===== src/rtl/i2c_txn_arbiter.sv =====
// Round-robin arbiter sharing one I2C master among NUM_REQ requesters.
// Optional transaction timeout enabled by defining I2C_ARB_TIMEOUT_EN.
module i2c_txn_arbiter #(
    parameter int unsigned NUM_REQ        = 2,
    parameter int unsigned TIMEOUT_CYCLES = 4096
) (
    input  logic                 clk_400,
    input  logic                 rst_n,
    input  logic [NUM_REQ-1:0]   req,
    input  logic [NUM_REQ-1:0]   req_rw,
    input  logic [7*NUM_REQ-1:0] req_addr,
    input  logic [8*NUM_REQ-1:0] req_wdata,
    output logic [NUM_REQ-1:0]   gnt,
    output logic [NUM_REQ-1:0]   rsp_valid,
    output logic [7:0]           rsp_rdata,
    output logic                 rsp_err,
    output logic                 arb_busy,
    output logic                 m_start_txn,
    output logic                 m_rw,
    output logic [6:0]           m_sub_addr,
    output logic [7:0]           m_data_in,
    input  logic                 m_busy,
    input  logic                 m_done,
    input  logic                 m_data_ready,
    input  logic [7:0]           m_data_out
);

    localparam int unsigned IdxW = $clog2(NUM_REQ);
    localparam logic [IdxW-1:0] LastIdx = IdxW'(NUM_REQ - 1);

    if (NUM_REQ < 2 || NUM_REQ > 8 || TIMEOUT_CYCLES < 1) begin : g_bad_param
        $error("i2c_txn_arbiter: unsupported NUM_REQ or TIMEOUT_CYCLES");
    end

    typedef enum logic [2:0] {
        StIdle,
        StIssue,
        StWaitBusy,
        StWaitDone,
        StResp
    } state_e;

    state_e              state_q, state_d;
    logic [IdxW-1:0]     rr_ptr_q, rr_ptr_d;
    logic [IdxW-1:0]     idx_q, idx_d;
    logic [NUM_REQ-1:0]  gnt_q, gnt_d;
    logic                cmd_rw_q, cmd_rw_d;
    logic [6:0]          cmd_addr_q, cmd_addr_d;
    logic [7:0]          cmd_wdata_q, cmd_wdata_d;
    logic [7:0]          rdata_q, rdata_d;

    logic [IdxW-1:0]     hi_idx, lo_idx, pick_idx;
    logic                hi_valid;
    logic                sel_rw;
    logic [6:0]          sel_addr;
    logic [7:0]          sel_wdata;
    logic                timeout;
    logic                err;

    // Lowest set bit at or above rr_ptr wins; otherwise wrap to the lowest set bit overall.
    always_comb begin
        hi_idx   = '0;
        lo_idx   = '0;
        hi_valid = 1'b0;
        for (int i = NUM_REQ - 1; i >= 0; i--) begin
            if (req[i]) begin
                lo_idx = IdxW'(i);
            end
            if (req[i] && (i >= int'(rr_ptr_q))) begin
                hi_idx   = IdxW'(i);
                hi_valid = 1'b1;
            end
        end
        pick_idx = hi_valid ? hi_idx : lo_idx;
    end

    always_comb begin
        sel_rw    = 1'b0;
        sel_addr  = '0;
        sel_wdata = '0;
        for (int i = 0; i < NUM_REQ; i++) begin
            if (IdxW'(i) == pick_idx) begin
                sel_rw    = req_rw[i];
                sel_addr  = req_addr[7*i +: 7];
                sel_wdata = req_wdata[8*i +: 8];
            end
        end
    end

`ifdef I2C_ARB_TIMEOUT_EN
    localparam int unsigned CntW = $clog2(TIMEOUT_CYCLES + 1);

    logic [CntW-1:0] cnt_q, cnt_d;
    logic            err_q, err_d;
    logic            waiting;

    assign waiting = (state_q == StWaitBusy) || (state_q == StWaitDone);
    assign timeout = waiting && (cnt_q == CntW'(TIMEOUT_CYCLES - 1));

    always_comb begin
        cnt_d = cnt_q;
        err_d = err_q;
        if (waiting) begin
            cnt_d = cnt_q + 1'b1;
        end else begin
            cnt_d = '0;
        end
        if (state_q == StIdle) begin
            err_d = 1'b0;
        end else if (timeout && !(state_q == StWaitDone && m_done)) begin
            // A done arriving on the final cycle still counts as a clean completion.
            err_d = 1'b1;
        end
    end

    always_ff @(posedge clk_400 or negedge rst_n) begin
        if (!rst_n) begin
            cnt_q <= '0;
            err_q <= 1'b0;
        end else begin
            cnt_q <= cnt_d;
            err_q <= err_d;
        end
    end

    assign err = err_q;
`else
    assign timeout = 1'b0;
    assign err     = 1'b0;
`endif

    always_comb begin
        state_d     = state_q;
        rr_ptr_d    = rr_ptr_q;
        idx_d       = idx_q;
        gnt_d       = gnt_q;
        cmd_rw_d    = cmd_rw_q;
        cmd_addr_d  = cmd_addr_q;
        cmd_wdata_d = cmd_wdata_q;
        rdata_d     = rdata_q;
        case (state_q)
            StIdle: begin
                if (|req) begin
                    idx_d       = pick_idx;
                    gnt_d       = NUM_REQ'(1) << pick_idx;
                    cmd_rw_d    = sel_rw;
                    cmd_addr_d  = sel_addr;
                    cmd_wdata_d = sel_wdata;
                    rdata_d     = '0;
                    state_d     = StIssue;
                end
            end
            StIssue: begin
                state_d = StWaitBusy;
            end
            StWaitBusy: begin
                if (timeout) begin
                    state_d = StResp;
                end else if (m_busy) begin
                    state_d = StWaitDone;
                end
            end
            StWaitDone: begin
                if (m_data_ready) begin
                    rdata_d = m_data_out;
                end
                if (m_done || timeout) begin
                    state_d = StResp;
                end
            end
            StResp: begin
                gnt_d    = '0;
                rr_ptr_d = (idx_q == LastIdx) ? '0 : idx_q + 1'b1;
                state_d  = StIdle;
            end
            default: begin
                state_d = StIdle;
            end
        endcase
    end

    always_ff @(posedge clk_400 or negedge rst_n) begin
        if (!rst_n) begin
            state_q     <= StIdle;
            rr_ptr_q    <= '0;
            idx_q       <= '0;
            gnt_q       <= '0;
            cmd_rw_q    <= 1'b0;
            cmd_addr_q  <= '0;
            cmd_wdata_q <= '0;
            rdata_q     <= '0;
        end else begin
            state_q     <= state_d;
            rr_ptr_q    <= rr_ptr_d;
            idx_q       <= idx_d;
            gnt_q       <= gnt_d;
            cmd_rw_q    <= cmd_rw_d;
            cmd_addr_q  <= cmd_addr_d;
            cmd_wdata_q <= cmd_wdata_d;
            rdata_q     <= rdata_d;
        end
    end

    // All outputs decode from registered state so an async reset clears them at once.
    assign arb_busy    = (state_q != StIdle);
    assign m_start_txn = (state_q == StIssue);
    assign gnt         = gnt_q;
    assign m_rw        = arb_busy & cmd_rw_q;
    assign m_sub_addr  = arb_busy ? cmd_addr_q : '0;
    assign m_data_in   = arb_busy ? cmd_wdata_q : '0;
    assign rsp_valid   = (state_q == StResp) ? gnt_q : '0;
    assign rsp_rdata   = ((state_q == StResp) && cmd_rw_q && !err) ? rdata_q : '0;
    assign rsp_err     = (state_q == StResp) && err;

endmodule


===== config.mk =====
export PLATFORM = sky130hd
export DESIGN_NAME = i2c_txn_arbiter
export DESIGN_NICKNAME = d
export VERILOG_FILES = /design/src/rtl/i2c_txn_arbiter.sv
export SDC_FILE = /design/constraint.sdc
export NUM_CORES = 1
export LEC_CHECK = 0
export ABC_AREA = 1
export CAP_MARGIN = 5
export CORE_AREA = 2 2 71 73
export CTS_BUF_LIST = sky130_fd_sc_hd__clkbuf_8
export DETAILED_ROUTE_END_ITERATION = 10
export DIE_AREA = 0 0 73 75
export PLACE_DENSITY_LB_ADDON = 0.25
export SYNTH_ARGS = -nofsm -noshare
export SYNTH_HDL_FRONTEND = slang
export SYNTH_SLANG_ARGS = --single-unit

===== constraint.sdc =====
create_clock -name clk_400 -period 3.14 [get_ports clk_400]
set_input_delay 0.628 -clock clk_400 [delete_from_list [all_inputs] [get_ports clk_400]]
set_output_delay 0.628 -clock clk_400 [all_outputs]
set_load 0.02 [all_outputs]

* Word-level counts from Yosys, hierarchy flattened
Index checks and enable logic that the tools add are counted.
Widths: inputs -> output; s select.
** Operators by class
- $add $sub $neg :: 1
- Magnitude comparators :: 1
- Equality and inequality tests :: 8
- Shift-type cells :: 1
- Multiplexer cells :: 22
- Bitwise operators :: 1
- Reductions and logical operators :: 11
** Operators by type and width (count)
- $mux 8 :: 5
- $pmux 8 s2 :: 1
- $mux 7 :: 2
- $pmux 3 s4 :: 1
- $mux 3 :: 3
- $ne 2x2->1 const B :: 4
- $mux 1 :: 7
- $eq 3x2->1 const B :: 2
- $reduce_and 3->1 :: 2
- $mux 2 :: 2
- $pmux 2 s2 :: 1
- $reduce_and 2->1 :: 2
- $reduce_bool 2->1 :: 2
- $eq 3x1->1 const B :: 1
- $eq 3x3->1 const B :: 1
- $logic_not 3->1 :: 1
- $reduce_bool 3->1 :: 1
- $logic_and 1x1->1 :: 2
- $reduce_or 2->1 :: 1
- $shl 1x1->2 const A :: 1
- $add 1x1->1 const B :: 1
- $and 1x1->1 :: 1
- $ge 1x1->1 const A :: 1
** Storage, ports and cells
- Register bits :: 31
- Input port bits :: 47
- Output and inout bits :: 31

* Depth between registers and ports, before layout
Gate-level depths: netlist of run 1.
- Word-level depth :: 7
- Depth in mapped cells :: 7

* Least setup slack after synthesis of run 1
No wires, ideal clock.
- Kind :: flip-flop to output port
- Start :: register state_q[1]
- End :: output m_data_in[0]
- Arrival :: 1.172 ns
- Data required time :: 2.512 ns
- Path slack :: 1.340 ns
- Stages on the path, launching flop included :: 6
- Buffers on the path :: 1
- Cells stage by stage :: dfrtp_1 > inv_1 > nand2_4 > inv_2 > buf_2 > nor2_1
** On the way
- Longest elaborated chain between the ends :: 2
** Ends and longest elaborated chain
- from (decl) :: RTL line 43 : state_e state_q, state_d;
- from (signal assigned) :: RTL line 184 : state_q <= StIdle;
- from (signal assigned) :: RTL line 193 : state_q <= state_d;
- $reduce_bool 3->1 :: RTL line 205 : assign arb_busy = (state_q != StIdle);
- via arb_busy :: RTL line 17 : output logic arb_busy,
- $mux 8 :: RTL line 210 : assign m_data_in = arb_busy ? cmd_wdata_q : '0;
- to (decl) :: RTL line 21 : output logic [7:0] m_data_in,
The timed path passes the listed nets, and every way through them passes these cells.

* Worst setup path in the final report of run 1
- Start :: register state_q[1]
- End :: output rsp_rdata[7]
** On the way
- Longest elaborated chain between the ends :: 3
** Ends and longest elaborated chain
- $eq 3x3->1 :: RTL line 212 : assign rsp_rdata = ((state_q == StResp) && cmd_rw_q && !err) ? rdata_q : '0;
- $logic_and 1x1->1 :: RTL line 212
- $mux 8 :: RTL line 212
- to (decl) :: RTL line 15 : output logic [7:0] rsp_rdata,
No other way between the ends.

==> qor.txt, run 1 <==
DIE WIDTH -> 73 um
total grt overflow -> 0
Avg Cell Area, Syn -> 6.626 sq um
Die H -> 75 um
min-delay src -> idx_q
initial antenna violation count -> 0
CP endpoint kind -> output pin
total number of H-tree levels -> 2
number of global-route vias before repair -> 1599
FF+latch area -> 775.7 sq um
Max Slew Vio Count -> 0
endpoints failing setup -> 0
Worst-path clk slew -> 60 ps
CP startpoint kind -> register
DR WL/cell -> 10.52 um
remaining antenna violation count -> 0
dpl cells -> 398
clock latency on the worst-skew pair -> 290 ps
Avg Vias per Cell -> 4.519
Tmin final -> 2670 ps
router iterations before antenna repair -> 4
clk root buf -> clkbuf_8
Crit Path Category -> reg -> out
status -> finished, final reports clean
Worst Skew -> 5.257 ps
fillers -> 447
setup_tns -> 0 ps
Initial Util -> 38.95%
met3 wire len -> 453 um
max capacitance violation total -> 0
Worst Hold Class -> reg -> reg
fin crit share -> 85.02%
register area share after synthesis -> 42.73%
first-pass GRT wire length -> 6.762 mm
RSZ-0062 raised after global routing -> false
synthesized flop and latch total -> 31
IO Pins -> 78
clock sinks -> 31
Mapped Cells -> 274
hold path endpoint -> idx_q
Hold Fails Final Rpt -> 0
row count -> 25
largest fanout on the critical path -> 8
DR top layer -> met4
Port Buf Inserts -> 76
post-CTS sizing -> 0
cts bufs inserted -> 5
fin cells -> 405
nets -> 398
HPWL after DPL -> 3.029 mm
deepest clock path buffer count -> 2
CTS tree -> yes
worst reg2reg path depth -> 7
hold path cells -> 2
synthesized area -> 0.001815 sq mm
hold buffers post-CTS -> 0
Total GRT Usage -> 16.10%
Worst EP arrival -> 2040 ps
r2r startpoint -> state_q[1]
area delta synth->final -> 47.97%
multi-input logic area -> 748.2 sq um
DRT met1 WL -> 1.824 mm
Synth warnings -> 0
FF-to-FF End -> rdata_q[2]
area of the core -> 0.004661 sq mm
share of layout cells above drive strength 1 -> 5.698%
Pwr Density -> 896.2 mW/mm^2
R2R setup slack -> 1560 ps
die area -> 0.005475 sq mm
Leak Pwr -> 0.001386 uW
Fmax -> 374.6 MHz
Max rail drop VDD -> 0.0004310 V
DRT Wirelength -> 4.259 mm
DR vias -> 1830
Critical Path Source -> state_q[1]
pin count of the biggest net entering global routing -> 33
syn nets -> 321
Post-CTS Setup Bufs -> 0
Final GP Congestion -> 0.8953
Distinct cells, synth -> 23
drt initial violations -> 113
drt drc -> 0
WP data required -> 2510 ps
WL met2 -> 1.888 mm
antenna cells -> 0
[worst max-delay path by stage]
stage                        end  slack (ps)  cells past startpoint
finish              rsp_rdata[7]         470                      4
global route        rsp_rdata[7]         350                      4
CTS                 rsp_rdata[7]         430                      4
detailed placement  rsp_rdata[7]         770                      4
global placement    rsp_rdata[7]         820                      4
floorplan           m_data_in[0]        1340                      5
[worst max-delay path: stages, from the launching register on]
cell and delay [ps]:
dfrtp_1 430, inv_1 200, nand4_1 330, nor2_1 180
clkdlybuf4s50_1 620
[cell type report]
type                       instances  area share [%]
sequential                        31           28.88
timing repair buffer              78           28.88
multi-input combinational        174           27.85
inverter                          61           8.617
clock buffer                       6           3.074
tap                               54           2.515
clock inverter                     1          0.1863
[cells in the mapped netlist, drive strengths merged]
library cell / count / share of area, %
o21ai: 18 / 5.2
clkinv: 1 / 0.21
clkbuf: 1 / 0.21
inv: 60 / 13
buf: 7 / 3.1
nand4: 3 / 1.0
nand2: 80 / 17
conb: 1 / 0.21
nor2: 57 / 13
a21oi: 1 / 0.48
nand3: 14 / 3.9
dfrtp: 31 / 43
[metal layers]
layer / global-route usage, % / vias to the layer above
li1: - / 945
met1: 17.00 / 798
met2: 27.43 / 78
met3: 6.961 / 9
met4: 8.230 / 0
met5: 0 / -
[report_power, final]
part,total (uW),internal [uW],switching (uW)
logic,1370,563,803
clock network,319,172,147
registers,722,599,124
[logic make-up (layout without fill, tap and decap cells)]
logic type             count (synthesis)  after routing  share of synthesized area [%]
and+or+nand+nor                      154            154                          35.36
buffers and inverters                 69            146                          16.06
AOI/OAI and AO/OA                     19             19                          5.651
DFF                                   31             31                          42.73
other                                  1              1                         0.2066
[cell usage in the layout, fill, tap and decap left out]
master,synthesis,final
buf_4,1,2
dfrtp_1,31,31
conb_1,1,1
clkinv_1,1,1
nand2_1,78,78
o21ai_1,16,16
a21oi_2,1,1
inv_1,57,57
o21ai_2,1,1
nand2_2,1,1
inv_4,1,1
o21ai_0,1,1
clkbuf_8,0,6
nor2_2,2,2
clkinv_2,0,1
inv_2,2,2
nor2_4,1,1
nand3_1,14,14
clkdlybuf4s50_1,0,76
nand2_4,1,1
nand4_1,3,3
nor2_8,1,1
nor2_1,53,53
[state kept, by name (all words and copies together) (netlist names)]
name         flops
rr_ptr_q         1
rdata_q          8
state_q          3
gnt              2
idx_q            1
cmd_addr_q       7
cmd_rw_q         1
cmd_wdata_q      8
[per-stage QoR]
stage	util, %	total power (uW)	hold slack, ps	worst slack (ps)	area (sq um)
4_1_cts	57.64	2439	473.1	425.7	2686
2_1_floorplan	-	1600	332.4	1340	1815
5_1_grt	57.64	2599	492.5	354.3	2686
3_3_place_gp	55.76	2081	454.0	822.9	2599
6_report	57.64	2407	472.7	470.3	2686
3_5_place_dp	55.76	2110	458.0	767.7	2599
Power figures use the tool's default switching activity.
==> inputs of run 2 (changes only) <==
--- a/config.mk
+++ b/config.mk
@@ -5,12 +5,11 @@
 export SDC_FILE = /design/constraint.sdc
 export NUM_CORES = 1
 export LEC_CHECK = 0
-export ABC_AREA = 1
 export CAP_MARGIN = 5
-export CORE_AREA = 2 2 71 73
+export CORE_AREA = 2 2 69 71
 export CTS_BUF_LIST = sky130_fd_sc_hd__clkbuf_8
 export DETAILED_ROUTE_END_ITERATION = 10
-export DIE_AREA = 0 0 73 75
+export DIE_AREA = 0 0 71 73
 export PLACE_DENSITY_LB_ADDON = 0.25
 export SYNTH_ARGS = -nofsm -noshare
 export SYNTH_HDL_FRONTEND = slang
==> qor.txt, run 2 <==
number of global-route vias before repair -> 1403 (-12%)
Pwr Density -> 822.0 mW/mm^2 (-8.3%)
fin util -> 56.72% (-0.92 points)
CP startpoint kind -> register
row count -> 25 (unchanged)
Worst Hold Class -> reg -> reg
multi-input logic area -> 812.0 sq um (+8.5%)
hold path cells -> 1 (-1)
initial antenna violation count -> 0 (unchanged)
Post-CTS Setup Bufs -> 0 (unchanged)
largest fanout on the critical path -> 19 (+11)
R2R setup slack -> 1120 ps (-440 ps)
post-CTS sizing -> 0 (unchanged)
DIE WIDTH -> 71 um (-2.7%)
Total GRT Usage -> 16.23% (+0.13 points)
setup_tns -> 0 ps (unchanged)
dpl cells -> 294 (-26%)
Crit Path Category -> reg -> out
synth cell count leaders -> dfrtp_1, nand2_1, mux2i_1, and2_1, o21ai_2
WP data required -> 2510 ps (about the same)
most frequent cells in the layout -> clkdlybuf4s50_1, dfrtp_1, nand2_1
endpoints failing setup -> 0 (unchanged)
Mapped Cells -> 169 (-38%)
share of layout cells above drive strength 1 -> 11.69% (+6.0 points)
fin crit share -> 90.38% (+5.4 points)
first-pass GRT wire length -> 6.555 mm (-3.1%)
remaining antenna violation count -> 0 (unchanged)
antenna cells -> 0 (unchanged)
IO Pins -> 78 (unchanged)
Post-synth ARST share -> 100.0% (unchanged)
register area share after synthesis -> 45.76% (+3.0 points)
area delta synth->final -> 51.73%
Worst-Margin Slew -> 525.5 ps
fillers -> 416 (-6.9%)
pin count of the biggest net entering global routing -> 32 (-3.0%)
RSZ-0062 raised after global routing -> false
Worst EP arrival -> 2210 ps (+170 ps)
area share of the leading cell type in the synthesized netlist -> 45.76% (+3.0 points)
EDFF count, synth -> 0 (unchanged)
Hold Fails Final Rpt -> 0 (unchanged)
FF-to-FF End -> idx_q
total number of H-tree levels -> 2 (unchanged)
fin cells -> 302 (-25%)
Distinct cells, synth -> 28 (+22%)
Final GP Congestion -> 0.6859 (-23%)
max capacitance violation total -> 0 (unchanged)
synthesized area -> 0.001695 sq mm (-6.6%)
drt initial violations -> 62 (-45%)
CP endpoint kind -> output pin
cts bufs inserted -> 5 (unchanged)
total grt overflow -> 0 (unchanged)
min-delay src -> idx_q
drt drc -> 0 (unchanged)
r2r startpoint -> state_q[1]
router iterations before antenna repair -> 4 (unchanged)
Avg Cell Area, Syn -> 10.03 sq um (+51%)
deepest clock path buffer count -> 2 (unchanged)
Fmax -> 352.4 MHz (-5.9%)
syn nets -> 216 (-33%)
status -> finished, final reports clean
HPWL after DPL -> 2.810 mm (-7.2%)
Max rail drop VDD -> 0.0004130 V (-4.2%)
nets -> 294 (-26%)
most frequent cell after synthesis -> dfrtp_1
Leak Pwr -> 0.001165 uW (-16%)
DRT Wirelength -> 3.745 mm (-12%)
die area -> 0.005183 sq mm (-5.3%)
DR vias -> 1401 (-23%)
Initial Util -> 37.38% (-1.6 points)
Synth warnings -> 0 (unchanged)
Avg Vias per Cell -> 4.639 (+2.7%)
Worst Skew -> 9.960 ps (+4.703 ps)
Worst-path clk slew -> 70 ps (about the same)
Die H -> 73 um (-2.7%)
clock latency on the worst-skew pair -> 280 ps (about the same)
hold buffers post-CTS -> 0 (unchanged)
clock sinks -> 31 (unchanged)
CTS tree -> yes
area of the core -> 0.004536 sq mm (-2.7%)
FF+latch area -> 775.7 sq um (unchanged)
synth top area cells -> dfrtp_1, mux2i_1, and2_1
cell taking the most area after synthesis -> dfrtp_1
Tmin final -> 2838 ps (+168.3 ps)
clk root buf -> clkbuf_8
synthesized flop and latch total -> 31 (unchanged)
DR WL/cell -> 12.40 um (+18%)
Slew headroom -> 64.84%
setup slack after layout -> 302.0 ps (-168.3 ps)
worst reg2reg path depth -> 5 (-2)
Post-Place Setup Slack -> 583.3 ps (-184.5 ps)
Largest regs -> cmd_wdata_q (8), rdata_q (8), cmd_addr_q (7)
hold path endpoint -> rr_ptr_q
leading cell type in the layout, fill and taps excluded -> clkdlybuf4s50_1
Most used DFF post-synth -> dfrtp_1
Port Buf Inserts -> 76 (unchanged)
Total Power -> 2115 uW (-12%)
Max Slew Vio Count -> 0 (unchanged)
[run 2: cell count changes in the layout (fill, tap and decap cells not counted), sizes merged, moves of 2 or more]
cell / before / now
nor2: 57 / 2
nand2: 80 / 27
inv: 60 / 12
mux2i: 0 / 25
and2: 0 / 24
nand3: 14 / 1
a21oi: 1 / 5
and3: 0 / 4
buf: 2 / 5
nand4: 3 / 0
nor2b: 0 / 2
[run 2: worst max path at each step]
| stage | to | cells past startpoint | startpoint |
|---|---|---|---|
| final | m_data_in[1] | 3 | state_q[1] |
| after global routing | m_data_in[3] | 3 | state_q[1] |
| after CTS | m_data_in[3] | 3 | state_q[1] |
| after detailed placement | m_sub_addr[6] | 3 | state_q[1] |
| after global placement | m_data_in[3] | 3 | state_q[1] |
| after floorplan | m_data_in[0] | 5 | state_q[0] |
[run 2: layer usage]
metal | vias to the layer above | part of all wire, % | track usage [%] | wire length, um
met4 | 0 | 0.93 | 5.031 | 35
met2 | 56 | 47 | 26.48 | 1746
met1 | 627 | 44 | 20.10 | 1651
li1 | 713 | - | - | -
met5 | - | 0 | 0 | 0
met3 | 5 | 8.3 | 6.077 | 311
[run 2: worst max-delay path, cell delays in order (launching register included)]
cell and delay, ps:
dfrtp_1 470, or3_1 640, and2_1 270, clkdlybuf4s50_1 550
[run 2: layout make-up]
cell class	count	share of cell area, %
Clock buffer	5	2.675
Sequential cell	31	30.16
Multi-Input combinational cell	118	31.57
Clock inverter	3	0.4864
Inverter	10	1.459
Timing Repair Buffer	81	31.03
Tap cell	54	2.626
[run 2: kinds of logic after synthesis]
group                  synth area share [%]
other                                0.2212
AO/OA/AOI/OAI                         12.62
flip-flops                            45.76
AND/OR/NAND/NOR                       20.07
buffers and inverters                 6.568
multiplexers                          14.76
[run 2: through the flow]
step                hold WS (ps)  area (sq um)
global route               497.6          2572
detailed placement         456.4          2491
global placement           449.0          2491
CTS                        471.3          2572
floorplan                  332.4          1695
finish                     466.9          2572
[run 2: power breakdown]
group | internal, uW | total [uW] | switching, uW
sequential | 561 | 664 | 102
clock | 149 | 291 | 142
combinational | 566 | 1160 | 594
total | 1280 | 2110 | 838
